### src/rtl/data_mem_access_unit.sv
// MEM-stage load/store responder: drives a synchronous word-wide data RAM with
// RAM_LATENCY-cycle read latency and holds the pipeline while a load is in flight.
//
// state  | meaning
// S_IDLE | accept request; writes complete here, aligned reads are issued here
// S_WAIT | read outstanding, counting down RAM latency, stall held high
// S_DONE | load data valid, stall released, held instruction must not re-issue
module data_mem_access_unit #(
   parameter int ISA_WIDTH   = 32,
   parameter int ADDR_WIDTH  = 14,
   parameter int RAM_LATENCY = 2   // legal range 1..7 (3-bit countdown)
) (
   input  logic                  clk,
   input  logic                  rst_n,
   input  logic                  mem_no_op,
   input  logic [1:0]            mem_mem_control,
   input  logic [ISA_WIDTH-1:0]  mem_alu_result,
   input  logic [ISA_WIDTH-1:0]  mem_store_data,
   output logic [ISA_WIDTH-1:0]  mem_read_data,
   output logic                  mem_stall_req,
   output logic                  mem_misalign,
   output logic                  ram_en,
   output logic                  ram_we,
   output logic [ADDR_WIDTH-1:0] ram_addr,
   output logic [ISA_WIDTH-1:0]  ram_wdata,
   input  logic [ISA_WIDTH-1:0]  ram_rdata
);

   typedef enum logic [1:0] {
      S_IDLE = 2'd0,
      S_WAIT = 2'd1,
      S_DONE = 2'd2
   } state_t;

   localparam logic [2:0] LP_CNT_INIT = 3'(RAM_LATENCY - 1);

   state_t                r_state;
   state_t                w_state_nxt;
   logic [2:0]            r_cnt;
   logic [ADDR_WIDTH-1:0] r_addr;
   logic [ISA_WIDTH-1:0]  r_read_data;

   logic                  w_valid;
   logic                  w_aligned;
   logic                  w_is_write;
   logic                  w_issue_rd;
   logic [ADDR_WIDTH-1:0] w_word;
   logic                  w_unused_addr_hi;

   assign w_valid    = ~mem_no_op & (mem_mem_control[1] | mem_mem_control[0]);
   assign w_aligned  = (mem_alu_result[1:0] == 2'b00);
   // Both control bits set is a write; the read bit is then ignored.
   assign w_is_write = mem_mem_control[1];
   assign w_word     = mem_alu_result[ADDR_WIDTH+1:2];
   assign w_issue_rd = (r_state == S_IDLE) & w_valid & w_aligned & ~w_is_write;

   // Address bits above the RAM word index wrap and are intentionally dropped.
   assign w_unused_addr_hi = ^mem_alu_result[ISA_WIDTH-1:ADDR_WIDTH+2];

   always_comb begin
      w_state_nxt   = r_state;
      ram_en        = 1'b0;
      ram_we        = 1'b0;
      ram_addr      = w_word;
      ram_wdata     = mem_store_data;
      mem_stall_req = 1'b0;
      mem_misalign  = 1'b0;

      case (r_state)
         S_IDLE: begin
            if (w_valid) begin
               if (!w_aligned) begin
                  mem_misalign = 1'b1;
               end else if (w_is_write) begin
                  ram_en = 1'b1;
                  ram_we = 1'b1;
               end else begin
                  ram_en        = 1'b1;
                  mem_stall_req = 1'b1;
                  w_state_nxt   = S_WAIT;
               end
            end
         end
         S_WAIT: begin
            ram_addr      = r_addr;
            mem_stall_req = 1'b1;
            if (r_cnt == 3'd0) begin
               w_state_nxt = S_DONE;
            end
         end
         S_DONE: begin
            w_state_nxt = S_IDLE;
         end
         default: begin
            w_state_nxt = S_IDLE;
         end
      endcase

      // Outputs are forced low for as long as reset is asserted, not just at the next edge.
      if (!rst_n) begin
         ram_en        = 1'b0;
         ram_we        = 1'b0;
         ram_addr      = '0;
         ram_wdata     = '0;
         mem_stall_req = 1'b0;
         mem_misalign  = 1'b0;
      end
   end

   always_ff @(posedge clk or negedge rst_n) begin
      if (!rst_n) begin
         r_state     <= S_IDLE;
         r_cnt       <= 3'd0;
         r_addr      <= '0;
         r_read_data <= '0;
      end else begin
         r_state <= w_state_nxt;
         if (w_issue_rd) begin
            r_addr <= w_word;
            r_cnt  <= LP_CNT_INIT;
         end else if (r_state == S_WAIT) begin
            if (r_cnt != 3'd0) begin
               r_cnt <= r_cnt - 3'd1;
            end else begin
               r_read_data <= ram_rdata;
            end
         end
      end
   end

   assign mem_read_data = r_read_data;

endmodule

### config.mk
export PLATFORM = sky130hd
export DESIGN_NAME = data_mem_access_unit
export DESIGN_NICKNAME = d
export VERILOG_FILES = /design/src/rtl/data_mem_access_unit.sv
export SDC_FILE = /design/constraint.sdc
export NUM_CORES = 1
export LEC_CHECK = 0
export CAP_MARGIN = 20
export CELL_PAD_IN_SITES_DETAIL_PLACEMENT = 1
export CELL_PAD_IN_SITES_GLOBAL_PLACEMENT = 1
export CORE_MARGIN = 2
export CORE_UTILIZATION = 28
export DETAILED_ROUTE_END_ITERATION = 10
export GPL_TIMING_DRIVEN = 0
export PLACE_DENSITY_LB_ADDON = 0.1
export SYNTH_ARGS = -nofsm -noshare
export SYNTH_HDL_FRONTEND = slang
export SYNTH_SLANG_ARGS = --single-unit
### constraint.sdc
create_clock -name clk -period 3.2 [get_ports clk]
set_clock_uncertainty 0.1 [all_clocks]
set_input_delay 0.48 -clock clk [delete_from_list [all_inputs] [get_ports clk]]
set_output_delay 0.48 -clock clk [all_outputs]
set_load 0.1 [all_outputs]
==> results_dict.tcl <==
set metrics [dict create \
    startpoint "mem_mem_control[1]" \
    power_frac_clock_pct 9.7 \
    avgSynthCellArea_um2 12.3 \
    cts-htree-levels 2 \
    cts_buffer_depth 2 \
    clkSlewWorstSetupHoldPaths_ns 0.10 \
    cp_data_required_time_ns 2.62 \
    drv_cap 0 \
    netlist_area_um2 2630 \
    synthCells 214 \
    drc 0 \
    dr.first_iter.drc_count 24 \
    rrSetupSlack_ns 1.40 \
    timing.final.crit_share_pct 93.4 \
    avgRoutedWirePerCell_um 15.7 \
    cp_max_fo 10 \
    reg2regPathDepth 6 \
    slowest_delay_ns 0.57 \
    critical_path_class "input port to output port" \
    finalMaxSlewViolations 0 \
    path_cells "clkdlybuf4s50_1 -> nor2_2 -> o2111ai_4 -> buf_6 -> a21oi_1 -> clkdlybuf4s15_2" \
    dpl_cell_area_um2 4450 \
    power_per_cell_area_nw_per_um2 1130 \
    yosys_warnings 0 \
    layout_common_cells "clkdlybuf4s50_1 (115), dfrtp_1 (51), buf_2 (34), mux2_4 (34), and2_1 (32)" \
    ys_ff_latch 51 \
    p_comb_share_pct 67.4 \
    max_freq_mhz 335 \
    start_util_pct 28.7 \
    slew_headroom_pct 32.3 \
    p_int_w 0.00219 \
    dr.pass1.iters 4 \
    areaGrowthSynthToFinish_pct 67.8 \
    tightest_slew_ns 1.01 \
    swShare_pct 56.2 \
    fin_crit_ns 2.99 \
    ios 183 \
    antenna_found_initial 0 \
    numPortBuffers 166 \
    cts_tree "yes" \
    yosysSeqAreaShare_pct 48.6 \
    cpLargestDelayFamily "buffers and inverters" \
    cts_buffers 5 \
    final_nets 492 \
    rsz0062_at_grt "no" \
    endpoint_kind "output port" \
    postLayoutCellArea_um2 4410 \
    drive_gt1_share_pct 29.7 \
    yosys.cell_types.count 25 \
    setup_violations 0 \
    clock_sinks 51 \
    cp_num_buf_inv 3 \
    overflow 0 \
    grt_pass1_vias 2465 \
    root_buffer "clkbuf_8" \
    die_h_um 101 \
    n_fill_cell 1004 \
    p_leak_nw 2.09 \
    ant_nets 0 \
    gp_congestion 0.674 \
    finalHoldViolations 0 \
    status "complete, no violations" \
    synth.net_count 317 \
    grt_max_degree 36 \
    dp.final_hpwl_um 6180 \
    vias 2230 \
    setup_tns_ns 0 \
    whs_ns 0.0350 \
    crit_arrival_ns 2.41 \
    r2r-start "r_cnt[0]" \
    cp_num_cells 6 \
    grt_pass1_wl_um 12500 \
    diodes 0 \
    mostFrequentLayoutCell "clkdlybuf4s50_1" \
    seqPwrFrac_pct 22.9 \
    clock_latency_ns 0.30 \
    die_w_um 101 \
    endpoint "mem_stall_req" \
    hp-class "input port to asynchronous set/reset pin" \
    finalWirelength_um 7850 \
    cpMaxStageDelayCell "clkdlybuf4s15_2" \
    r2r-end "r_cnt[0]" \
    postCtsSetupRepairBufs 0 \
    power.switching_w 0.00280 \
    core_um2 9150 \
    vias_per_cell 4.45 \
    grt_usage_pct 15.6 \
    instances_no_fill 501 \
    die_area_um2 10200 \
    startpoint_type "input port" \
    dp_cells 492 \
    peakVddDrop_v 0.000657 \
    rows 35 \
]
-- power groups by stage --
stage / sequential [W] / combinational, W / clock, W
final: 0.00114 / 0.00336 / 0.000482
after floorplan: 0.00264 / 0.00109 / 0
after global routing: 0.00119 / 0.00348 / 0.000529
after global placement: 0.00114 / 0.00338 / 0
after detailed placement: 0.00115 / 0.00342 / 0
after CTS: 0.00115 / 0.00339 / 0.000507
-- timing repair --
item,in CTS,in global routing
hold endpoints to repair,0,18
resized for setup,231,2
hold buffers,0,1
endpoints found under the setup margin,50,40
-- layout make-up --
type / instances / area (µm²) / share of cell area, %
buffer: 13 / 85.1 / 1.93
clock buffer: 6 / 82.6 / 1.87
clock inverter: 2 / 38.8 / 0.880
inverter: 5 / 18.8 / 0.426
multi-input combinational: 145 / 1250 / 28.4
sequential: 51 / 1280 / 29.0
tap: 111 / 139 / 3.15
timing repair buffer: 168 / 1510 / 34.4
-- cell usage after synthesis --
cell type   n  area (µm²)
buf_4       1        7.51
and2_1     32         200
clkbuf_1    6        22.5
nor2_2      3        18.8
o21ai_0     3        15.0
xnor2_1     1        8.76
nand2_4     1        11.3
mux2_4     34         510
a21oi_1     1        5.00
dfrtp_1    51        1280
buf_2       2        10.0
a21boi_0   15         113
or2b_1      1        7.51
nand2b_1    2        12.5
nor2b_1     1        6.26
inv_1       5        18.8
o2111ai_4   1        26.3
mux2_2     12         135
nor3b_1     1        7.51
buf_6       4        45.0
ha_1        2        25.0
nand2_1    31         116
o211a_1     1        10.0
nor4_1      1        6.26
nor3_1      2        10.0
-- cells by family after synthesis --
| family | after synthesis | share of synthesized area (%) |
|---|---|---|
| AOI/OAI and AO/OA | 21 | 6.43 |
| buffers and inverters | 18 | 3.96 |
| and+or+nand+nor | 75 | 15.1 |
| muxes | 46 | 24.6 |
| adders and majority gates | 2 | 0.953 |
| DFF | 51 | 48.6 |
| xor gates and xnor gates | 1 | 0.334 |
-- worst register-to-register path, cell delays in order, from the launching register on --
cell and delay, ns:
dfrtp_1 0.38, inv_1 0.05, ha_1 0.19, ha_1 0.25, nor3b_1 0.48, xnor2_1 0.18
nand2_1 0.07
-- worst min path at each step --
stage              start           endpoint  slack, ns  depth (start not counted)
2_1_floorplan      rst_n   mem_read_data[0]       0.08                          0
3_3_place_gp   r_addr[0]          r_addr[0]       0.39                          1
3_5_place_dp       rst_n  mem_read_data[18]       0.37                          1
4_1_cts            rst_n  mem_read_data[18]       0.01                          1
5_1_grt            rst_n  mem_read_data[29]       0.03                          2
6_report           rst_n  mem_read_data[25]       0.04                          2
-- stage by stage --
stage	setup WS, ns	util (%)	power, W
detailed placement	-0.752	48.6	0.00456
finish	0.211	48.1	0.00499
global route	0.0791	48.1	0.00519
global placement	-2.39	48.4	0.00452
floorplan	-0.257	-	0.00374
CTS	0.00258	48.0	0.00504
-- sequential cells by signal, summed over array words and instances, names as in the netlist --
name	flops
r_cnt	3
r_state	2
mem_read_data	32
r_addr	14
-- routing by layer --
metal	vias up	track usage, %	routed length (µm)
met5	-	0	0
met3	10	4.99	601
met4	0	5.16	129
li1	1057	-	-
met1	1077	18.2	3050
met2	86	27.1	4060
Note: power is estimated with default switching activity, not from simulation.
